### src/rtl/boot_pkg.sv
// ============================================================================
// boot_pkg : shared state, checksum and error-cause definitions for the
//            instruction-memory boot loader.
// Revision : 1.0
// ============================================================================
`default_nettype none

package boot_pkg;

   localparam logic [7:0] BOOT_HDR_BYTE = 8'hA5;
   localparam int unsigned CSUM_W = 8;

   typedef enum logic [2:0] {
      ST_IDLE  = 3'd0,
      ST_LEN   = 3'd1,
      ST_DATA  = 3'd2,
      ST_WRITE = 3'd3,
      ST_CSUM  = 3'd4,
      ST_DONE  = 3'd5,
      ST_ERR   = 3'd6
   } boot_state_e;

   // Cause codes, also usable as a debug LED pattern.
   typedef enum logic [1:0] {
      ERR_BAD_LEN = 2'd0,
      ERR_CSUM    = 2'd1,
      ERR_TIMEOUT = 2'd2
   } boot_err_e;

endpackage

`default_nettype wire

### src/rtl/boot_word_assembler.sv
// ============================================================================
// boot_word_assembler : packs bytes MSB-first into 32-bit words and keeps a
//                       running XOR of every payload byte.
// Revision : 1.0
// ============================================================================
`default_nettype none

module boot_word_assembler
   import boot_pkg::*;
(
   input  logic              clk,
   input  logic              rst_n,
   input  logic              i_clear,
   input  logic              i_shift,
   input  logic [7:0]        i_byte,
   output logic [31:0]       o_word,
   output logic              o_word_ready,
   output logic [CSUM_W-1:0] o_csum
);

   logic [23:0]       shreg_q, shreg_d;
   logic [1:0]        idx_q,   idx_d;
   logic [CSUM_W-1:0] csum_q,  csum_d;

   always_comb begin
      shreg_d = shreg_q;
      idx_d   = idx_q;
      csum_d  = csum_q;
      if (i_clear) begin
         shreg_d = '0;
         idx_d   = '0;
         csum_d  = '0;
      end else if (i_shift) begin
         shreg_d = {shreg_q[15:0], i_byte};
         idx_d   = idx_q + 2'd1;
         csum_d  = csum_q ^ i_byte;
      end
   end

   always_ff @(posedge clk or negedge rst_n) begin
      if (!rst_n) begin
         shreg_q <= '0;
         idx_q   <= '0;
         csum_q  <= '0;
      end else begin
         shreg_q <= shreg_d;
         idx_q   <= idx_d;
         csum_q  <= csum_d;
      end
   end

   // The completed word includes the byte being accepted this cycle.
   assign o_word       = {shreg_q, i_byte};
   assign o_word_ready = i_shift && (idx_q == 2'd3);
   assign o_csum       = csum_q;

endmodule

`default_nettype wire

### src/rtl/imem_boot_loader.sv
// ============================================================================
// imem_boot_loader : receives a framed byte stream, writes words into IMEM
//                    while holding the core, then releases it with a PC load.
//                    Optional inter-byte timeout: define BOOT_TIMEOUT_EN.
// Revision : 1.0
// ============================================================================
`default_nettype none

module imem_boot_loader
   import boot_pkg::*;
#(
   parameter int unsigned ADDR_W   = 6,
   parameter logic [7:0]  START_PC = 8'h00,
   parameter logic [7:0]  HDR_BYTE = BOOT_HDR_BYTE
`ifdef BOOT_TIMEOUT_EN
   ,
   parameter logic [23:0] TIMEOUT_CYC = 24'd5000000
`endif
)(
   input  logic              SYS_clk,
   input  logic              SYS_reset,
   input  logic [7:0]        in_data,
   input  logic              in_valid,
   output logic              in_ready,
   output logic [ADDR_W-1:0] imem_addr,
   output logic [31:0]       imem_wdata,
   output logic              imem_we,
   output logic              cpu_hold,
   output logic              cpu_load,
   output logic [7:0]        cpu_pc_val,
   output logic              boot_done,
   output logic              boot_err,
   output logic [ADDR_W:0]   words_loaded
);

   localparam int unsigned CNT_W     = ADDR_W + 1;
   localparam logic [8:0]  MAX_WORDS = 9'(1 << ADDR_W);

   boot_state_e       state_q, state_d;
   logic [ADDR_W-1:0] addr_q,  addr_d;
   logic [31:0]       wdata_q, wdata_d;
   logic              we_q,    we_d;
   logic              hold_q,  hold_d;
   logic              load_q,  load_d;
   logic              done_q,  done_d;
   logic              err_q,   err_d;
   logic [CNT_W-1:0]  wl_q,    wl_d;
   logic [CNT_W-1:0]  n_q,     n_d;
`ifdef BOOT_TIMEOUT_EN
   logic [23:0]       tmo_q,   tmo_d;
`endif

   logic              xfer;
   logic              asm_clear;
   logic              asm_shift;
   logic [31:0]       asm_word;
   logic              asm_word_ready;
   logic [CSUM_W-1:0] asm_csum;

   assign in_ready = (state_q != ST_WRITE);
   assign xfer     = in_valid && in_ready;

   boot_word_assembler u_asm (
      .clk          (SYS_clk),
      .rst_n        (SYS_reset),
      .i_clear      (asm_clear),
      .i_shift      (asm_shift),
      .i_byte       (in_data),
      .o_word       (asm_word),
      .o_word_ready (asm_word_ready),
      .o_csum       (asm_csum)
   );

   always_comb begin
      state_d   = state_q;
      addr_d    = addr_q;
      wdata_d   = wdata_q;
      we_d      = 1'b0;
      hold_d    = hold_q;
      load_d    = 1'b0;
      done_d    = done_q;
      err_d     = err_q;
      wl_d      = wl_q;
      n_d       = n_q;
      asm_clear = 1'b0;
      asm_shift = 1'b0;
      case (state_q)
         ST_IDLE, ST_DONE, ST_ERR: begin
            if (xfer && (in_data == HDR_BYTE)) begin
               state_d = ST_LEN;
               hold_d  = 1'b1;
               done_d  = 1'b0;
               err_d   = 1'b0;
               wl_d    = '0;
            end
         end
         ST_LEN: begin
            if (xfer) begin
               if ((in_data == 8'd0) || ({1'b0, in_data} > MAX_WORDS)) begin
                  state_d = ST_ERR;
                  err_d   = 1'b1;
               end else begin
                  state_d   = ST_DATA;
                  n_d       = CNT_W'(in_data);
                  addr_d    = '0;
                  asm_clear = 1'b1;
               end
            end
         end
         ST_DATA: begin
            if (xfer) begin
               asm_shift = 1'b1;
               if (asm_word_ready) begin
                  state_d = ST_WRITE;
                  we_d    = 1'b1;
                  wdata_d = asm_word;
                  wl_d    = wl_q + CNT_W'(1);
               end
            end
         end
         ST_WRITE: begin
            // The address advances after the strobe so the final word of a
            // full 2**ADDR_W frame wraps the pointer back to zero harmlessly.
            addr_d  = addr_q + ADDR_W'(1);
            state_d = (wl_q == n_q) ? ST_CSUM : ST_DATA;
         end
         ST_CSUM: begin
            if (xfer) begin
               if (in_data == asm_csum) begin
                  state_d = ST_DONE;
                  load_d  = 1'b1;
                  hold_d  = 1'b0;
                  done_d  = 1'b1;
               end else begin
                  state_d = ST_ERR;
                  err_d   = 1'b1;
               end
            end
         end
         default: state_d = ST_IDLE;
      endcase

`ifdef BOOT_TIMEOUT_EN
      tmo_d = '0;
      if (!xfer && (state_q inside {ST_LEN, ST_DATA, ST_CSUM})) begin
         if (tmo_q == TIMEOUT_CYC - 24'd1) begin
            state_d = ST_ERR;
            err_d   = 1'b1;
         end else begin
            tmo_d = tmo_q + 24'd1;
         end
      end
`endif
   end

   always_ff @(posedge SYS_clk or negedge SYS_reset) begin
      if (!SYS_reset) begin
         state_q <= ST_IDLE;
         addr_q  <= '0;
         wdata_q <= '0;
         we_q    <= 1'b0;
         hold_q  <= 1'b1;
         load_q  <= 1'b0;
         done_q  <= 1'b0;
         err_q   <= 1'b0;
         wl_q    <= '0;
         n_q     <= '0;
`ifdef BOOT_TIMEOUT_EN
         tmo_q   <= '0;
`endif
      end else begin
         state_q <= state_d;
         addr_q  <= addr_d;
         wdata_q <= wdata_d;
         we_q    <= we_d;
         hold_q  <= hold_d;
         load_q  <= load_d;
         done_q  <= done_d;
         err_q   <= err_d;
         wl_q    <= wl_d;
         n_q     <= n_d;
`ifdef BOOT_TIMEOUT_EN
         tmo_q   <= tmo_d;
`endif
      end
   end

   assign imem_addr    = addr_q;
   assign imem_wdata   = wdata_q;
   assign imem_we      = we_q;
   assign cpu_hold     = hold_q;
   assign cpu_load     = load_q;
   assign cpu_pc_val   = START_PC;
   assign boot_done    = done_q;
   assign boot_err     = err_q;
   assign words_loaded = wl_q;

endmodule

`default_nettype wire

### config.mk
export PLATFORM = sky130hd
export DESIGN_NAME = imem_boot_loader
export DESIGN_NICKNAME = d
export VERILOG_FILES = /design/src/rtl/boot_pkg.sv /design/src/rtl/boot_word_assembler.sv /design/src/rtl/imem_boot_loader.sv
export SDC_FILE = /design/constraint.sdc
export NUM_CORES = 1
export LEC_CHECK = 0
export CORE_MARGIN = 4
export CORE_UTILIZATION = 58
export CTS_CLUSTER_SIZE = 14
export DETAILED_ROUTE_END_ITERATION = 8
export PLACE_DENSITY_LB_ADDON = 0.05
export SKIP_CTS_REPAIR_TIMING = 1
export SLEW_MARGIN = 20
export SYNTH_ARGS = -nofsm -noshare
export SYNTH_HDL_FRONTEND = slang
export SYNTH_HIERARCHICAL = 1
export SYNTH_SLANG_ARGS = --single-unit
export TNS_END_PERCENT = 10
### constraint.sdc
create_clock -name SYS_clk -period 6.8 [get_ports SYS_clk]
set_input_delay 1.36 -clock SYS_clk [delete_from_list [all_inputs] [get_ports SYS_clk]]
set_output_delay 1.36 -clock SYS_clk [all_outputs]
set_load 0.005 [all_outputs]
# Word-level counts from Yosys, hierarchy flattened
# Cells that the tools add are included.
[totals]
word_cells = 104
inputBits = 11
ff_bits = 94
output_inout_bits = 59
[classes]
n_eq_ne = 20
bitwise_logic = 2
add_sub_neg = 3
n_reduce_logical = 19
n_lt_le_gt_ge = 1
n_mux = 46
[op_table]
columns = ["cell", "n"]
rows = [
  ["$mux W24", 2],
  ["$mux W1", 21],
  ["$mux W3", 7],
  ["$mux W7", 3],
  ["$ne A2 B2 Y1 const B", 9],
  ["$mux W8", 2],
  ["$pmux W3 S5", 1],
  ["$pmux W7 S2", 1],
  ["$mux W6", 2],
  ["$pmux W6 S2", 1],
  ["$eq A3 B3 Y1 const B", 3],
  ["$reduce_and A3 Y1", 3],
  ["$eq A8 B8 Y1", 1],
  ["$eq A8 B8 Y1 const B", 1],
  ["$gt A8 B7 Y1 const B", 1],
  ["$logic_not A8 Y1", 1],
  ["$reduce_and A4 Y1", 2],
  ["$reduce_bool A2 Y1", 4],
  ["$xor A8 B8 Y8", 1],
  ["$add A7 B1 Y7 const B", 1],
  ["$eq A7 B7 Y1", 1],
  ["$add A6 B1 Y6 const B", 1],
  ["$eq A3 B2 Y1 const B", 2],
  ["$mux W2", 3],
  ["14 further kinds", 17],
]

# Depth between registers and ports, before layout
# Gate-level depths: netlist (run 1).
[depth]
depth_word = 8
ltp_mapped = 10
depth_no_buf = 6

# By module
# Netlist (run 1), hierarchy kept.
[modules_own_cells]
columns = ["module", "area_each_um2", "n_inst", "seq_area_each_um2", "cells_per_inst"]
rows = [
  ["imem_boot_loader", 2897.8, 1, 1502.7, 242],
  ["boot_word_assembler", 1556.5, 1, 850.8, 129],
]

# Worst setup path before layout (run 1)
# OpenSTA, ideal clock, no wires.
[synth_path]
path_kind = "in2reg"
from = "input in_data[1]"
to = "register u_asm.idx_q[1]"
t_arrival_ps = 3087
required_ps = 6668
stages = 8
setup_time_ps = 132
n_path_buf = 4
path_slack_ps = 3581
path_cell_list = "or3_1 -> buf_6 -> o21a_4 -> nor4_4 -> buf_6 -> clkbuf_2 -> clkbuf_1 -> nor2_1"
[synth_between]
elab_chain_cells = 6
elab_cells_between_ends = 8
cone_classes = "order compare (1); mux (4); reduce/logical (3)"
[synth_rtl]
columns = ["item", "line_no", "rtl"]
rows = [
  ["from (decl)", "imem_boot_loader.sv:22", "input logic [7:0] in_data,"],
  ["$gt A8 B7 Y1 or $logic_not A8 Y1 (tied branches)", "imem_boot_loader.sv:99", "if ((in_data == 8'd0) || ({1'b0, in_data} > MAX_WORDS)) begin"],
  ["$logic_or A1 B1 Y1 *", "imem_boot_loader.sv:99", ""],
  ["$mux W1 *", "imem_boot_loader.sv:99", ""],
  ["$mux W1 *", "imem_boot_loader.sv:98", "if (xfer) begin"],
  ["$mux W1 *", "imem_boot_loader.sv:87", "case (state_q)"],
  ["via asm_clear", "imem_boot_loader.sv:54", "logic asm_clear;"],
  ["$mux W2 or $reduce_bool A2 Y1 (tied branches)", "-", ""],
  ["to (signal assigned)", "boot_word_assembler.sv:47", "idx_q <= idx_d;"],
  ["to (decl)", "boot_word_assembler.sv:22", "logic [1:0] idx_q, idx_d;"],
]
# The timed path passes the listed nets; every way through them passes the cells marked *.
# A chain may end at the register's enable or synchronous reset.

# Worst setup path after layout (run 1)
[layout_path]
from = "input in_data[1]"
to = "register addr_q[5] (netlist: imem_addr[5])"
[layout_between]
elab_chain_cells = 4
elab_cells_between_ends = 5
cone_classes = "order compare (1); eq/ne (1); reduce/logical (3)"
[layout_rtl]
columns = ["item", "line_no", "rtl"]
rows = [
  ["$gt A8 B7 Y1 or $logic_not A8 Y1 (tied branches)", "imem_boot_loader.sv:99", ""],
  ["$logic_or A1 B1 Y1 *", "imem_boot_loader.sv:99", ""],
  ["$ne A2 B2 Y1 (no line) *", "-", ""],
  ["$reduce_and A3 Y1 (no line) *", "-", ""],
  ["to (signal assigned)", "imem_boot_loader.sv:173", "addr_q <= addr_d;"],
  ["to (decl)", "imem_boot_loader.sv:40", "logic [ADDR_W-1:0] addr_q, addr_d;"],
]
# Every way passes the cells marked *; elsewhere a longest branch is shown, timed or not.

==> impl_summary.md, run 1 <==
Detailed routing
The routed metal-1 wire length is 3880 um. The total via count after detailed routing is 2912. The post-detailed-route via-to-cell ratio is 5.60. The highest metal layer carrying signal wires in the routed design is met4. The iteration count of the initial detailed-routing pass is 4. The average detailed-routed wire length per instance is 16.5 um. After detailed routing, the number of remaining DRC violations is 0.

The number of antenna-violating nets in the routed design is 0. The detailed router finished its first iteration with 123 violations. The total met3 wirelength after detailed routing is 413 um. After detailed routing, the total wire length is 8570 um. The routed design uses 4090 um of met2 wire.

Critical path
The largest driver fanout on the critical path is 42. STA puts the critical path data arrival time at 4060 ps. The type of origin of the critical path is a primary input. The setup check on the worst reg-to-reg path leaves a slack of 3970 ps.

The setup path with the least slack is of type in -> reg. The capturing element type of the critical path is a flop. STA puts the critical path data required time at 7060 ps.

Pwr
The leakage power is 2.38 nW. The highest ir drop seen on vdd is 0.195 mV. Power spread over the standard cell area amounts to 338 nW/um^2.

Die
The height of the chip is 95.6 um. The die extent in x is 95.6 um. The die area is 9150 sq um.

The standard cell core area is 7370 sq um. 70 I/O pins were placed. For this configuration, the core starts out at a cell density of 60.4%. The count of standard-cell rows is 31.

Logic synthesis
The proportion of register bits with asynchronous set or reset after synthesis is 100%. The flip-flop and latch count after synthesis is 94. The synthesized netlist contains 51 unique library cells. The average cell area after synthesis is 12.0 sq um. The count of flip-flops with a built-in enable after synthesis is 0. The sequential element share of the synthesized area is 52.8%. For this run, the leading register cell type out of synthesis is dfrtp_1. For this run, the number of Yosys warnings is 6. The gate count of the mapped netlist is 371. Summing every instance area after synthesis gives 4450 sq um.

Run
The number of max-cap violations is 0.

Worst hold path
The tightest min-delay check is of the reg -> reg type.

Clock network
The clock drives 94 sinks. The root buffer cell is clkbuf_8. The clock passes through at most 2 buffers. The clock transition time at the flip-flop clock pins of the worst setup and hold paths is 90 ps. TritonCTS built the clock tree. For the worst-skew pair, the clock arrives at the later sink with an insertion delay of 360 ps. The count of H-tree levels built during CTS is 3. The number of buffers inserted during clock tree synthesis is 9.

Final layout
0 antenna diodes ended up in the layout. Cells with a size suffix above 1 make up 17.3% of the layout. The number of filler cells placed in the layout is 559. Compared with the post-synthesis result, the final layout area differs by 16.4%.

At the end of the flow, the number of nets in the layout was 430.

STA
Setup repair after global routing left no endpoint under its margin. The clock period could shrink to 3800 ps. The final-report hold violation count was 0. Across the routed clock network, the largest skew measured is 8.81 ps.

After routing, the total negative slack on setup checks comes to 0 ps. For the pin with the worst max-slew slack, the measured transition is 925 ps. In this run the tightest slew margin relative to its limit is 38.3%. The number of pins with negative max-slew slack in the final report is 0. Based on the critical path, the design can be clocked at up to 263 MHz. The count of endpoints failing setup in the final report is 0. In the post-route analysis, the smallest setup slack over all paths is 3000 ps. The share of the clock period used by the worst path after layout is 55.9%.

Place
Timing analysis after detailed placement gives a worst setup slack of 2610 ps. The number of port buffers is 61. The global placer's final weighted congestion is 0.821. The wire-length estimate of the detail-placed layout is 5770 um.

Global routing
The overall fraction of global-route tracks in use is 21.0%. Entering global routing, the biggest net connects 55 pins. The via count of the first global-routing pass is 2939. The first global-routing pass estimated 14700 um of wire. The number of antenna violations at the first check in global routing is 0. For this run the aggregate overflow at the end of global routing stands at 0.

Run status
The flow ran to the end, and the final reports show no timing, DRC or antenna violations.
## routing by layer
| layer | GRT usage [%] | up-vias |
|---|---|---|
| li1 | - | 1354 |
| met2 | 32.2 | 76 |
| met5 | 0 | - |
| met3 | 4.58 | 15 |
| met1 | 29.4 | 1467 |
| met4 | 8.06 | 0 |
## final cells by class
cell class	instances	area, sq um	area share, %
multi-input cells	244	1860	35.9
repair buffers	64	631	12.2
inverters	3	11.3	0.217
flip-flops and latches	94	2350	45.4
clock inverters	5	63.8	1.23
clock buffers	11	141	2.73
well taps	99	124	2.39
## power breakdown
part | internal [W] | leakage [nW] | switching [W] | total, W
sequential | 0.000709 | 1.24 | 0.000144 | 0.000852
clock | 0.000184 | 0.101 | 0.000199 | 0.000383
combinational | 0.000287 | 1.04 | 0.000229 | 0.000516
## registers in the layout, indices dropped and copies added, names as in the netlist
signal,cells
cpu_load,1
imem_wdata,32
state_q,3
imem_we,1
words_loaded,7
u_asm/o_csum,8
u_asm/shreg_q,24
boot_err,1
u_asm/idx_q,2
boot_done,1
cpu_hold,1
n_q,7
imem_addr,6
## per-stage QoR
stage | total power, W | hold slack (ps) | util (%) | cells | area, sq um
global placement | 0.00136 | 491 | 67.6 | 504 | 4980
finish | 0.00175 | 513 | 70.3 | 520 | 5180
global route | 0.00187 | 522 | 70.3 | 520 | 5180
CTS | 0.00176 | 515 | 70.3 | 520 | 5180
detailed placement | 0.00138 | 496 | 67.6 | 504 | 4980
floorplan | 0.00121 | 479 | - | 378 | 4480
## Yosys cell counts, drive strengths merged, types with 2 or more instances
cell type | count | area (sq um)
dfrtp | 93 | 2330
mux2 | 40 | 450
nor2 | 35 | 131
buf | 30 | 230
mux2i | 28 | 280
xor2 | 18 | 158
a21oi | 13 | 83.8
nand2 | 12 | 45.0
nand3b | 9 | 67.6
o21ai | 9 | 45.0
a21bo | 8 | 80.1
clkbuf | 7 | 27.5
nor2b | 6 | 37.5
nor3 | 6 | 35.0
nand3 | 4 | 20.0
nor4 | 4 | 40.0
or3 | 4 | 25.0
a21o | 3 | 22.5
and2 | 3 | 18.8
ha | 3 | 37.5
inv | 3 | 11.3
nand4 | 3 | 18.8
nor3b | 3 | 22.5
and3 | 2 | 12.5
and3b | 2 | 17.5
o21a | 2 | 22.5
o31ai | 2 | 15.0
o32ai | 2 | 17.5
o41ai | 2 | 17.5
xnor2 | 2 | 17.5
## cell families (layout without fill, tap and decap cells)
group,Yosys count,count (layout),share of synthesized area (%)
other,1,8,0.0842
AOI/OAI and AO/OA,49,49,8.26
DFF,94,94,52.8
adders and majority gates,3,3,0.843
buffers and inverters,40,83,6.04
muxes,68,68,16.4
and+or+nand+nor,96,96,11.6
xor gates and xnor gates,20,20,3.93
## worst max-delay path: stages
cell and delay, ps:
clkdlybuf4s50_1 550, or3_1 550, o21a_4 280, nor4_4 410, buf_4 500, mux2i_1 140
a22o_1 250
## path summary, 6_finish.rpt
| path | startpoint | end | depth (start not counted) |
|---|---|---|---|
| min | imem_wdata[30] | imem_wdata[30] | 1 |
| min in group asynchronous | SYS_reset | words_loaded[0] | 1 |
| min reg2reg | imem_wdata[30] | imem_wdata[30] | 1 |
| max reg2reg | state_q[0] | words_loaded[5] | 6 |
| max in group asynchronous | SYS_reset | u_asm/o_csum[5] | 2 |
| max | in_data[1] | imem_addr[5] | 7 |
## placed cells by master, fill, tap and decap left out, drive strengths merged, types with 5 or more instances in the layout
cell	Yosys	final
dfrtp	93	93
clkdlybuf4s50	0	60
mux2	40	40
nor2	35	35
mux2i	28	28
xor2	18	18
a21oi	13	13
nand2	12	12
clkbuf	7	11
o21ai	9	9
nand3b	9	9
conb	1	8
a21bo	8	8
nor2b	6	6
nor3	6	6
inv	3	5
(Power assumes the default switching activity.)
==> run 2, diff against run 1 <==
--- a/config.mk
+++ b/config.mk
@@ -6,7 +6,7 @@
 export NUM_CORES = 1
 export LEC_CHECK = 0
 export CORE_MARGIN = 4
-export CORE_UTILIZATION = 58
+export CORE_UTILIZATION = 54
 export CTS_CLUSTER_SIZE = 14
 export DETAILED_ROUTE_END_ITERATION = 8
 export PLACE_DENSITY_LB_ADDON = 0.05
==> constraint.sdc (replaced) <==
create_clock -name SYS_clk -period 3.9 [get_ports SYS_clk]
set_input_delay 0.78 -clock SYS_clk [delete_from_list [all_inputs] [get_ports SYS_clk]]
set_output_delay 0.78 -clock SYS_clk [all_outputs]
set_load 0.005 [all_outputs]
==> impl_summary.md, run 2 (synthesis results as in run 1) <==
Critical path
Traced cell by cell, the critical path runs through clkdlybuf4s50_1 -> or3_1 -> o21a_4 -> nor4_4 -> buf_4 -> mux2_2. The largest driver fanout on the critical path was 19 (-55%). The worst reg2reg path depth was 5 (-1). The worst setup path is captured at a flop. The worst reg2reg path endpoint is imem_wdata[27]. In this run the worst setup path terminates at n_q[3]. The kind of critical path is in -> reg. The flop-to-flop setup slack was 1320 ps (-2650 ps). The critical path data arrival time came to 3220 ps (-840 ps). The type of origin of the critical path is a primary input. The critical-path cell with the highest stage delay is clkdlybuf4s50_1.

The worst setup path startpoint is in_data[5]. The delay of the slowest cell on the worst path came to 630 ps (+80 ps). In this run the critical register-to-register path is launched from state_q[0]. The endpoint required time on the critical path is 4150 ps (-2910 ps).

Die
The die area came to 9770 sq um (+6.8%). The height of the chip was 98.8 um (+3.3%). The standard cell core area is 7890 sq um (+7.0%). The count of standard-cell rows was 32 (+3.2%).

The number of primary I/O pins is 70 (unchanged). The die extent in x is 98.8 um (+3.3%). The initial standard-cell utilization of the core is 56.5% (-4.0 points).

Final layout
The share of layout cells above drive strength 1 is 18.7% (+1.4 points). The count of nets after finishing was 436 (+1.4%). The flip-flop count of the largest register, all copies and words added is 32 (unchanged).

The most common cell after layout, fill and taps aside is dfrtp_1. The number of diodes added for antenna fixing came to 0 (unchanged). In the layout the commonest cells are dfrtp_1, clkdlybuf4s50_1, mux2_2, nor2_1, mux2i_1. The final core area utilization is 66.6% (-3.7 points). The area growth from synthesis to layout is 18.0%.

Run
The number of max-cap violations is 0 (unchanged).

Global routing
The total congestion overflow was 0 (unchanged). The largest net degree at the start of global routing came to 85 (+55%). The wire length of the first global-routing pass is 14800 um (+0.66%). The overall fraction of global-route tracks in use is 19.0% (-2.0 points). The number of antenna violations at the first check in global routing is 0 (unchanged).

The via count of the first global-routing pass is 2895 (-1.5%).

STA
The summed negative setup slack over all endpoints is 0 ps (unchanged). The relative slew slack is 49.9% (+12 points). The number of pins with negative max-slew slack in the final report came to 0 (unchanged). The timing-limited maximum frequency is 336 MHz. The final-report hold violation count came to 0 (unchanged). After layout, the minimum clock period comes to 2970 ps. Setup repair after global routing left no endpoint under its margin. The largest clock skew in the final design is 12.7 ps (+3.89 ps). The count of endpoints failing setup in the final report is 0 (unchanged). In the finished design, the share of the clock period the worst path needs comes to 76.2%.

The pin slew with the least headroom to its limit was 751 ps (-174 ps).

Clock network
The root buffer cell is clkbuf_8. The CTS tree is yes. The clock latency on the worst-skew pair came to 360 ps (about the same). The clock transition time at the flip-flop clock pins of the worst setup and hold paths was 100 ps (about the same). The CTS sink count is 94 (unchanged). The count of H-tree levels built during CTS is 3 (unchanged).

The maximum count of clock buffers along a single path is 2 (unchanged). The number of buffers inserted during clock tree synthesis came to 9 (unchanged).

Pwr
The highest ir drop seen on vdd is 0.261 mV (+34%). The switching component of the power is 0.000999 W (+75%). The leakage power is 2.42 nW (+2.0%). The relative contribution of the clock network to total power came to 23.3% (+1.4 points). The portion of total power attributed to sequential cells is 47.7% (-1.0 points).

The internal power component is 0.00211 W (+79%). The net switching fraction of the power came to 32.2% (-0.49 points). The relative contribution of combinational cells to total power is 29.0% (-0.5 points). The ratio of total power to cell area is 591 nW/um^2 (+75%).

Place
The number of port buffers is 61 (unchanged). The total half-perimeter wirelength after legalization and detailed placement is 5770 um (about the same). The global placer's final weighted congestion is 0.756 (-8.0%).

Detailed routing
The total via count after detailed routing came to 2894 (-0.62%). The remaining routing DRC violations is 0 (unchanged). The number of antenna-violating nets in the routed design came to 0 (unchanged). The number of design-rule violations left by the first detailed-router iteration is 120 (-2.4%). The post-detailed-route via-to-cell ratio is 5.47 (-2.3%). The average detailed-routed wire length per instance came to 16.3 um (-0.78%). The iteration count of the initial detailed-routing pass was 4 (unchanged). The wire length reported by the detailed router is 8650 um (+0.93%).

Worst hold path
The class of the most critical hold timing path is in -> async.

Run status
The run finished with clean final reports.
## run 2: cell types whose count changed in the layout (fill, tap and decap cells not counted)
cell / change
clkbuf_8: -1
buf_4: +5
bufinv_16: +1
clkinv_2: +1
clkinvlp_4: -1
clkbuf_1: -1
clkinv_4: -1
buf_6: +1
inv_6: +2
## run 2: metrics by stage
stage | setup WS, ps | instances | hold WS, ps | area (sq um) | power (W)
2_1_floorplan | 1260 | 378 | 479 | 4480 | 0.00211
3_3_place_gp | 549 | 513 | 490 | 5030 | 0.00236
3_5_place_dp | 528 | 513 | 491 | 5030 | 0.00240
4_1_cts | 916 | 529 | 518 | 5250 | 0.00313
5_1_grt | 772 | 529 | 494 | 5260 | 0.00331
6_report | 928 | 529 | 448 | 5260 | 0.00311
## run 2: worst min path at each step
stage	endpoint	slack, ps	cells past startpoint
after floorplan	boot_done	480	0
after global placement	imem_wdata[6]	490	1
after detailed placement	imem_wdata[27]	490	1
after CTS	imem_wdata[24]	520	1
after global routing	imem_wdata[31]	490	1
final	imem_wdata[31]	450	1
## run 2: area by class of cell
class	count	area [sq um]
Clock buffer	9	124
Fill cell	599	2630
Multi-Input combinational cell	244	1860
Tap cell	102	128
Clock inverter	7	100
Timing Repair Buffer	70	679
Sequential cell	94	2350
Inverter	3	11.3
## run 2: power by group through the flow
stage	registers [W]	clock network, W	logic, W
2_1_floorplan	0.00140	0	0.000708
3_3_place_gp	0.00149	0	0.000874
3_5_place_dp	0.00150	0	0.000902
4_1_cts	0.00148	0.000743	0.000908
5_1_grt	0.00152	0.000782	0.00101
6_report	0.00148	0.000724	0.000899
## run 2: critical path, delay by kind of cell
kind	cells	cell delay [ps]
buffers and inverters	2	970
multiplexers	1	360
AND/OR/NAND/NOR	2	840
AO/OA/AOI/OAI	1	240
## run 2: metal layers
metal / track usage, % / vias to the layer above / part of all wire [%]
met5: 0 / - / 0
met4: 8.19 / 0 / 2.0
met3: 3.40 / 10 / 4.3
met2: 29.4 / 70 / 48
met1: 26.4 / 1440 / 46
li1: - / 1374 / -
==> run 3, diff against run 2 <==
==> constraint.sdc (replaced) <==
create_clock -name SYS_clk -period 2.85 [get_ports SYS_clk]
set_input_delay 0.57 -clock SYS_clk [delete_from_list [all_inputs] [get_ports SYS_clk]]
set_output_delay 0.57 -clock SYS_clk [all_outputs]
set_load 0.005 [all_outputs]
==> impl_summary.md, run 3 (synthesis results as in run 1) <==
Critical path
The endpoint required time on the critical path is 2280 ps (-1870 ps). The critical path data arrival time was 1930 ps (-1290 ps). The kind of critical path is reg -> out. The type of origin of the critical path is a flop.

The largest driver fanout on the critical path is 11 (-8). The worst setup path is captured at an output port.

Clock network
The clock transition time at the flip-flop clock pins of the worst setup and hold paths was 90 ps (about the same). The maximum count of clock buffers along a single path came to 2 (unchanged). The count of H-tree levels built during CTS came to 3 (unchanged). The number of buffers inserted during clock tree synthesis was 9 (unchanged). The CTS sink count is 94 (unchanged). The CTS tree is yes. The root buffer cell is clkbuf_8. The clock latency on the worst-skew pair came to 360 ps (about the same).

STA
The summed negative setup slack over all endpoints came to 0 ps (unchanged). The final-report hold violation count is 0 (unchanged). The relative slew slack is 58.8% (+8.9 points). For this run, the top clock speed supported by timing is 399 MHz. The number of pins with negative max-slew slack in the final report is 0 (unchanged). The largest clock skew in the final design is 9.81 ps (-2.89 ps). The count of endpoints failing setup in the final report is 0 (unchanged). The worst path in the final design needs a cycle of 2500 ps, including I/O delays and setup. The share of the clock period used by the worst path after layout is 87.9%.

Setup repair after global routing left no endpoint under its margin. The pin slew with the least headroom to its limit is 618 ps (-133 ps).

Final layout
The area added between synthesis and finish is 18.9%. The share of layout cells above drive strength 1 is 20.0% (+1.3 points). Leaving out fill and tap cells, the most frequent cell in the layout is dfrtp_1. The number of standard cells in the final layout excluding fillers is 537 (+1.5%). The count of nets after finishing is 445 (+2.1%). In the layout the commonest cells are dfrtp_1, clkdlybuf4s50_1, mux2_2, nor2_1, mux2i_1.

The flip-flop count of the largest register, all copies and words added is 32 (unchanged). The number of diodes added for antenna fixing came to 0 (unchanged).

Die
The standard cell core area came to 7890 sq um (unchanged). The count of standard-cell rows is 32 (unchanged). The height of the chip came to 98.8 um (unchanged). The die area is 9770 sq um (unchanged). The number of primary I/O pins is 70 (unchanged). The die extent in x came to 98.8 um (unchanged).

The initial standard-cell utilization of the core is 56.5% (unchanged).

Run
The number of max-cap violations is 0 (unchanged).

Detailed routing
The routed metal-1 wire length is 4300 um (+8.4%). The total via count after detailed routing is 2947 (+1.8%). The total met3 wirelength after detailed routing is 385 um (+3.2%).

The detailed route wirelength on metal2 is 4090 um (-1.1%). The top metal layer carrying routed signals is met4. The remaining routing DRC violations is 0 (unchanged). The number of design-rule violations left by the first detailed-router iteration was 115 (-4.2%). The post-detailed-route via-to-cell ratio is 5.49 (+0.31%).

The average detailed-routed wire length per instance is 16.6 um (+1.4%). The iteration count of the initial detailed-routing pass is 4 (unchanged). The number of antenna-violating nets in the routed design is 0 (unchanged).

The wire length reported by the detailed router is 8900 um (+3.0%).

Pwr
The highest ir drop seen on vdd came to 0.343 mV (+31%). The leakage power was 2.45 nW (+0.95%). The ratio of total power to cell area came to 767 nW/um^2 (+30%).

Global routing
The number of antenna violations at the first check in global routing came to 0 (unchanged). The via count of the first global-routing pass came to 2920 (+0.86%). The largest net degree at the start of global routing is 49 (-42%).

The total congestion overflow came to 0 (unchanged). The wire length of the first global-routing pass is 15200 um (+2.5%). The overall fraction of global-route tracks in use was 19.6% (+0.57 points).

Place
The total half-perimeter wirelength after legalization and detailed placement is 6090 um (+5.7%). The global placer's final weighted congestion was 0.873 (+16%). The number of port buffers is 61 (unchanged). The number of placed instances, taps included is 522 (+1.8%).

Worst hold path
The class of the most critical hold timing path is in -> async.

Run status
The flow ran to the end, and the final reports show no timing, DRC or antenna violations.
-- run 3: cell types whose count changed in the layout (fill, tap and decap cells not counted), moves of 2 or more --
cell,before,now
buf_4,9,16
buf_12,0,3
inv_6,4,1
bufinv_16,2,0
clkinv_4,0,2
-- run 3: layout make-up --
type / count / area [sq um]
sequential: 94 / 2350
tap: 102 / 128
clock inverter: 5 / 36.3
timing repair buffer: 79 / 781
clock buffer: 10 / 128
multi-input combinational: 244 / 1860
inverter: 3 / 11.3
fill: 613 / 2590
-- run 3: final timing paths --
kind	endpoint	slack (ps)	depth (start not counted)	start
worst min-delay path	words_loaded[6]	220	1	SYS_reset
worst max-delay path	in_ready	350	3	state_q[1]
worst max register to register	words_loaded[5]	610	6	state_q[0]
worst min register to register	imem_wdata[23]	510	1	imem_wdata[23]
min in group SYS_clk	imem_wdata[23]	510	1	imem_wdata[23]
max in group asynchronous	u_asm/shreg_q[11]	1970	2	SYS_reset
-- run 3: power by group --
group	internal (W)	switching, W	leakage, nW	total [W]
clock network	0.000316	0.000463	0.0865	0.000780
registers	0.00169	0.000336	1.24	0.00203
logic	0.000705	0.000550	1.12	0.00126
total	0.00271	0.00135	2.45	0.00406
-- run 3: per-stage QoR --
stage	setup slack [ps]	power [W]	hold WS, ps	utilization (%)	cell area [sq um]
detailed placement	164	0.00331	495	65.1	5130
global placement	110	0.00327	490	65.1	5130
floorplan	421	0.00288	274	-	4480
finish	345	0.00406	219	67.1	5300
CTS	321	0.00409	236	67.1	5300
global route	225	0.00435	259	67.1	5300
-- run 3: critical path, stage by stage, from the launching register on --
cell	delay (ps)
dfrtp_1	540
nor2b_1	420
nand2_1	140
clkdlybuf4s50_1	480
-- run 3: routing by layer --
metal	vias up	track usage (%)
li1	1385	-
met3	11	3.75
met1	1465	28.8
met2	86	28.9
met5	-	0
met4	0	7.25
